$ cat src/rtl/fios_operand_server.sv
// Operand/result server for the FIOS multiplier: loads A/B/P from the host, serves operand windows, collects RES words.
// Optional cycle counter perf_cnt_o is enabled by defining FIOS_SERVER_PERF_CNT_EN.
module fios_operand_server #(
    parameter int s     = 8,
    parameter int PE_NB = 8
) (
    input  logic                  clock_i,
    input  logic                  reset_i,
    input  logic                  ld_valid_i,
    output logic                  ld_ready_o,
    input  logic [16:0]           ld_data_i,
    output logic                  start_o,
    output logic [PE_NB*17-1:0]   a_o,
    input  logic                  a_shift_i,
    output logic [16:0]           b_o,
    output logic [16:0]           p_o,
    input  logic                  b_fetch_i,
    input  logic                  p_fetch_i,
    input  logic                  res_push_i,
    input  logic [16:0]           res_i,
    input  logic                  done_i,
    output logic                  out_valid_o,
    input  logic                  out_ready_i,
    output logic [16:0]           out_data_o,
    output logic                  out_last_o,
    output logic                  busy_o,
    output logic                  err_o
`ifdef FIOS_SERVER_PERF_CNT_EN
    ,
    output logic [31:0]           perf_cnt_o
`endif
);
    localparam int WIDX_W = $clog2(3 * s);
    localparam int PTR_W  = $clog2(s);
    localparam int RCNT_W = $clog2(s + 1);
    localparam int BASE_W = $clog2(s + PE_NB) + 1;

    typedef enum logic [1:0] {IDLE, LOAD, RUN, OUT} state_t;

    state_t              state_q;
    logic [WIDX_W-1:0]   w_q;
    logic [BASE_W-1:0]   base_q;
    logic [PTR_W-1:0]    b_ptr_q, p_ptr_q, k_q;
    logic [RCNT_W-1:0]   res_ptr_q, res_cnt_d;
    logic                start_q, err_q, err_d, opnd_vld_q;
    logic [s-1:0]        res_vld_q, res_vld_d;
    logic [16:0]         a_mem [s];
    logic [16:0]         b_mem [s];
    logic [16:0]         p_mem [s];
    logic [16:0]         res_mem [s];

    logic              ld_fire, last_word, res_fire, in_run, stray;
    logic [WIDX_W-1:0] widx;

    assign in_run    = (state_q == RUN);
    assign ld_fire   = ld_valid_i & ld_ready_o;
    assign widx      = (state_q == LOAD) ? w_q : '0;
    assign last_word = (state_q == LOAD) && (w_q == WIDX_W'(3 * s - 1));
    assign res_fire  = in_run & res_push_i & (res_ptr_q != RCNT_W'(s));
    assign stray     = ~in_run & (a_shift_i | b_fetch_i | p_fetch_i | res_push_i | done_i);
    assign res_cnt_d = res_ptr_q + {{(RCNT_W-1){1'b0}}, res_fire};

    // A push that lands with done_i still counts towards the completeness check.
    always_comb begin
        err_d = ((state_q == IDLE) && ld_fire) ? 1'b0 : err_q;
        if (stray || (in_run && res_push_i && !res_fire) ||
            (in_run && done_i && res_cnt_d != RCNT_W'(s)))
            err_d = 1'b1;
        res_vld_d = res_vld_q;
        if (ld_fire && last_word)
            res_vld_d = '0;
        else if (res_fire)
            res_vld_d = res_vld_q | ({{(s-1){1'b0}}, 1'b1} << res_ptr_q);
    end

    always_ff @(posedge clock_i or posedge reset_i) begin
        if (reset_i) begin
            state_q    <= IDLE;
            w_q        <= '0;
            base_q     <= '0;
            b_ptr_q    <= '0;
            p_ptr_q    <= '0;
            res_ptr_q  <= '0;
            k_q        <= '0;
            start_q    <= 1'b0;
            err_q      <= 1'b0;
            opnd_vld_q <= 1'b0;
            res_vld_q  <= '0;
        end else begin
            start_q   <= 1'b0;
            err_q     <= err_d;
            res_vld_q <= res_vld_d;
            case (state_q)
                IDLE: if (ld_fire) begin
                    state_q    <= LOAD;
                    w_q        <= WIDX_W'(1);
                    opnd_vld_q <= 1'b0;
                end
                LOAD: if (ld_fire) begin
                    if (last_word) begin
                        state_q    <= RUN;
                        start_q    <= 1'b1;
                        base_q     <= '0;
                        b_ptr_q    <= '0;
                        p_ptr_q    <= '0;
                        res_ptr_q  <= '0;
                        opnd_vld_q <= 1'b1;
                    end else begin
                        w_q <= w_q + WIDX_W'(1);
                    end
                end
                RUN: begin
                    // base stops once past the end; every slice already reads 0 there.
                    if (a_shift_i && base_q < BASE_W'(s))
                        base_q <= base_q + BASE_W'(PE_NB);
                    if (b_fetch_i)
                        b_ptr_q <= (b_ptr_q == PTR_W'(s - 1)) ? '0 : b_ptr_q + PTR_W'(1);
                    if (p_fetch_i)
                        p_ptr_q <= (p_ptr_q == PTR_W'(s - 1)) ? '0 : p_ptr_q + PTR_W'(1);
                    res_ptr_q <= res_cnt_d;
                    if (done_i) begin
                        state_q <= OUT;
                        k_q     <= '0;
                    end
                end
                OUT: if (out_ready_i) begin
                    if (k_q == PTR_W'(s - 1))
                        state_q <= IDLE;
                    else
                        k_q <= k_q + PTR_W'(1);
                end
                default: state_q <= IDLE;
            endcase
        end
    end

    always_ff @(posedge clock_i) begin
        for (int i = 0; i < s; i++) begin
            if (ld_fire && widx == WIDX_W'(i))         a_mem[i]   <= ld_data_i;
            if (ld_fire && widx == WIDX_W'(s + i))     b_mem[i]   <= ld_data_i;
            if (ld_fire && widx == WIDX_W'(2 * s + i)) p_mem[i]   <= ld_data_i;
            if (res_fire && res_ptr_q == RCNT_W'(i))   res_mem[i] <= res_i;
        end
    end

    for (genvar gi = 0; gi < PE_NB; gi++) begin : g_a_win
        logic [BASE_W-1:0] a_idx;
        assign a_idx = base_q + BASE_W'(gi);
        assign a_o[gi*17 +: 17] = (opnd_vld_q && a_idx < BASE_W'(s)) ? a_mem[a_idx[PTR_W-1:0]] : 17'd0;
    end

    assign b_o         = opnd_vld_q ? b_mem[b_ptr_q] : 17'd0;
    assign p_o         = opnd_vld_q ? p_mem[p_ptr_q] : 17'd0;
    assign start_o     = start_q;
    assign err_o       = err_q;
    assign busy_o      = (state_q != IDLE);
    assign ld_ready_o  = (state_q == IDLE) || (state_q == LOAD);
    assign out_valid_o = (state_q == OUT);
    assign out_last_o  = (state_q == OUT) && (k_q == PTR_W'(s - 1));
    assign out_data_o  = ((state_q == OUT) && res_vld_q[k_q]) ? res_mem[k_q] : 17'd0;

`ifdef FIOS_SERVER_PERF_CNT_EN
    logic [31:0] perf_q;
    always_ff @(posedge clock_i or posedge reset_i) begin
        if (reset_i)
            perf_q <= '0;
        else if (ld_fire && last_word)
            perf_q <= '0;
        else if (in_run && !done_i && perf_q != 32'hFFFF_FFFF)
            perf_q <= perf_q + 32'd1;
    end
    assign perf_cnt_o = perf_q;
`endif
endmodule

$ cat config.mk
export PLATFORM = sky130hd
export DESIGN_NAME = fios_operand_server
export DESIGN_NICKNAME = d
export VERILOG_FILES = /design/src/rtl/fios_operand_server.sv
export SDC_FILE = /design/constraint.sdc
export NUM_CORES = 1
export LEC_CHECK = 0
export CAP_MARGIN = 5
export CELL_PAD_IN_SITES_DETAIL_PLACEMENT = 1
export CELL_PAD_IN_SITES_GLOBAL_PLACEMENT = 1
export CORE_MARGIN = 4
export CORE_UTILIZATION = 35
export CTS_CLUSTER_DIAMETER = 30
export DETAILED_ROUTE_END_ITERATION = 16
export PLACE_DENSITY_LB_ADDON = 0.08
export SETUP_SLACK_MARGIN = 0.4
export SLEW_MARGIN = 25
export SYNTH_ARGS = -nofsm -noshare
export SYNTH_HDL_FRONTEND = slang
export SYNTH_SLANG_ARGS = --single-unit
$ cat constraint.sdc
create_clock -name clock_i -period 3.02 [get_ports clock_i]
set_input_delay 0.453 -clock clock_i [delete_from_list [all_inputs] [get_ports clock_i]]
set_output_delay 0.453 -clock clock_i [all_outputs]
set_load 0.01 [all_outputs]
==> metrics.csv <==
metric,value,unit
total_power,28.8,mW
die_area,69400,um2
crit_start,k_q[0]$_DFFE_PP0P_,
die_w,263,um
drt-pass1-iter-count,5,
synthTopCellsByCount,"544 x edfxtp_1, 137 x and3_1, 92 x mux4_2, 65 x nor2_1, 61 x nand2_1",
drc,0,
cts_buffers,132,
fillers,6086,
outcome,completed,
worstPathMaxFanout,5,
cp_data_required_time,2570,ps
syn_to_final_growth,38.8,%
setup_viol,0,
cts_tree,built,
r2r_start,state_q[1]$_DFFE_PP0P_,
fin_crit,2910,ps
tightest_slew,503,ps
num_rows,93,
clockBufferDepth,3,
synth_warnings,0,
vias,13335,
ant_nets,0,
gp_congestion,0.733,
ys.flop_type,edfxtp_1,
fin_crit_sh,96.3,%
peakVddDrop,0.478,mV
rr_worst_depth,10,
post-place-cells,2307,
timing.fmax,344,MHz
final_area,31700,um2
synth_edf_count,544,
synth_cells,1217,
place_hpwl,37.4,mm
path_clk_slew,50,ps
yosysTopAreaCell,edfxtp_1,
drv_slew,0,
maxCapViolCount,0,
ys_ff_latch,577,
grt_pass1_wl,98.6,mm
syn_avg_cell_area,18.8,um2
grt_max_degree,39,
finalCoreUtilization,49.1,%
end_kind,output port,
port_buffers,235,
syn_area,22800,um2
cp.arrival,2460,ps
setup-tns-final,0,ps
grt.total_usage,19.2,%
critPathKind,flip-flop to output port,
p_leak,11.9,nW
critPathLaunchType,flip-flop,
async_flop_share,5.72,%
cts_sinks,577,
rsz0062_at_grt,yes,
drive_gt1_share,40.1,%
insertion_delay,700,ps
placed_cell_area,26700,um2
grt_pass1_vias,14651,
pin_count,236,
antenna_found_initial,6,
ys_top_cells_by_area,"edfxtp_1 72%, mux4_2 9.1%, and3_1 3.8%",
min_path_type,input pin to asynchronous set/reset pin,
ys_types,59,
drt-total-wl,67.4,mm
cts-root-buf,clkbuf_16,
chipHeight,263,um
synth_top_area_share,71.5,%
htree_levels,4,
syn_nets,1274,
whs,201,ps
core-area,64600,um2
pre_cts_ws,377,ps
ys_seq_area_share,75.1,%
start_util,35.4,%
yosysMostFrequentCell,edfxtp_1,
finalNetCount,1735,
fin_cells,2643,
globalRouteOverflowTotal,0,
drtIter0Drc,745,
powerDensity,909,nW/um2
hold_buffers,0,
postLayoutSetupSlackWorst,111,ps
via_per_inst,5.05,
hold_viol,0,
routedWlPerCell,25.5,um
slew_headroom,66.5,%
skew,20.0,ps
==> power by group <==
| group | internal [mW] | switching [mW] | leakage, nW | total [mW] |
|---|---|---|---|---|
| registers | 9.19 | 0.258 | 5.31 | 9.45 |
| clock network | 8.69 | 4.52 | 2.05 | 13.2 |
| logic | 3.18 | 2.97 | 4.56 | 6.14 |
| total | 21.1 | 7.75 | 11.9 | 28.8 |
==> metal layers <==
layer,vias to the layer above,part of all wire [%],track usage (%)
met5,-,0,0
met4,0,1.7,5.81
met3,93,6.8,6.60
met2,366,48,29.8
met1,7036,44,25.8
li1,5840,-,-
==> layout by cell type (no fill, tap or decap), types with 22 or more instances in the layout <==
cell type        count
and3_1             130
buf_12              31
buf_2               75
buf_4               97
buf_6               24
clkbuf_1            23
clkbuf_16          137
clkbuf_2            70
clkdlybuf4s50_1     45
clkinv_1            22
clkinv_2            30
dfrtp_1             26
dlygate4sd2_1       29
edfxtp_1           544
mux2i_1             35
mux4_2             103
nand2_1             38
nand2_2             22
nor2_1              57
==> cell families (layout without fill, tap and decap cells) <==
family | after synthesis | after routing | synth area share (%)
DFF | 577 | 577 | 75.1
buffers and inverters | 94 | 664 | 2.09
muxes | 142 | 142 | 12.1
and+or+nand+nor | 320 | 320 | 7.55
adders and majority gates | 14 | 14 | 0.767
AOI/OAI and AO/OA | 69 | 69 | 2.36
xor gates and xnor gates | 1 | 1 | 0.0384
other | 0 | 1 | 0
==> state kept, by name, summed over array words and instances, names as in the netlist <==
signal / cells
a_mem: 136
b_mem: 136
p_mem: 136
res_mem: 136
res_vld_q: 8
w_q: 5
res_ptr_q: 4
b_ptr_q: 3
k_q: 3
p_ptr_q: 3
base_q: 2
state_q: 2
err_o: 1
opnd_vld_q: 1
start_o: 1
==> worst paths after layout <==
path / to / slack, ps
worst min register to register: res_vld_q[1]$_DFFE_PP0P_ / 490
worst max register to register: err_o$_DFFE_PP0P_ / 470
worst max-delay path: out_data_o[1] / 110
worst min-delay path: p_ptr_q[1]$_DFFE_PP0P_ / 200
min in group clock_i: res_vld_q[1]$_DFFE_PP0P_ / 490
max in group asynchronous: k_q[0]$_DFFE_PP0P_ / 2420
==> repair_timing <==
item | CTS | global route
cloned | 11 | 5
hold endpoints to repair | 0 | 0
endpoints found under the setup margin | 190 | 157
gates resized for setup | 528 | 219
buffers inserted | 53 | 23
pin swaps | 9 | 16
==> cell type report <==
class,instances,area (um2),share of cell area (%)
clock buffers,157,3420,10.8
inverters,14,53.8,0.170
clock inverters,86,771,2.43
well taps,855,1070,3.37
multi-input cells,546,5430,17.1
flip-flops and latches,577,17200,54.2
diodes,1,2.50,0.00789
repair buffers,407,3780,11.9
==> worst max-delay path, cell delays in order (launching register included) <==
cell     delay, ps
dfrtp_4        520
buf_12         160
buf_16         140
buf_12         120
mux4_2         410
mux2i_1        200
nor2_1          80
buf_2          150
No activity file was read; power rests on OpenSTA's default activity.
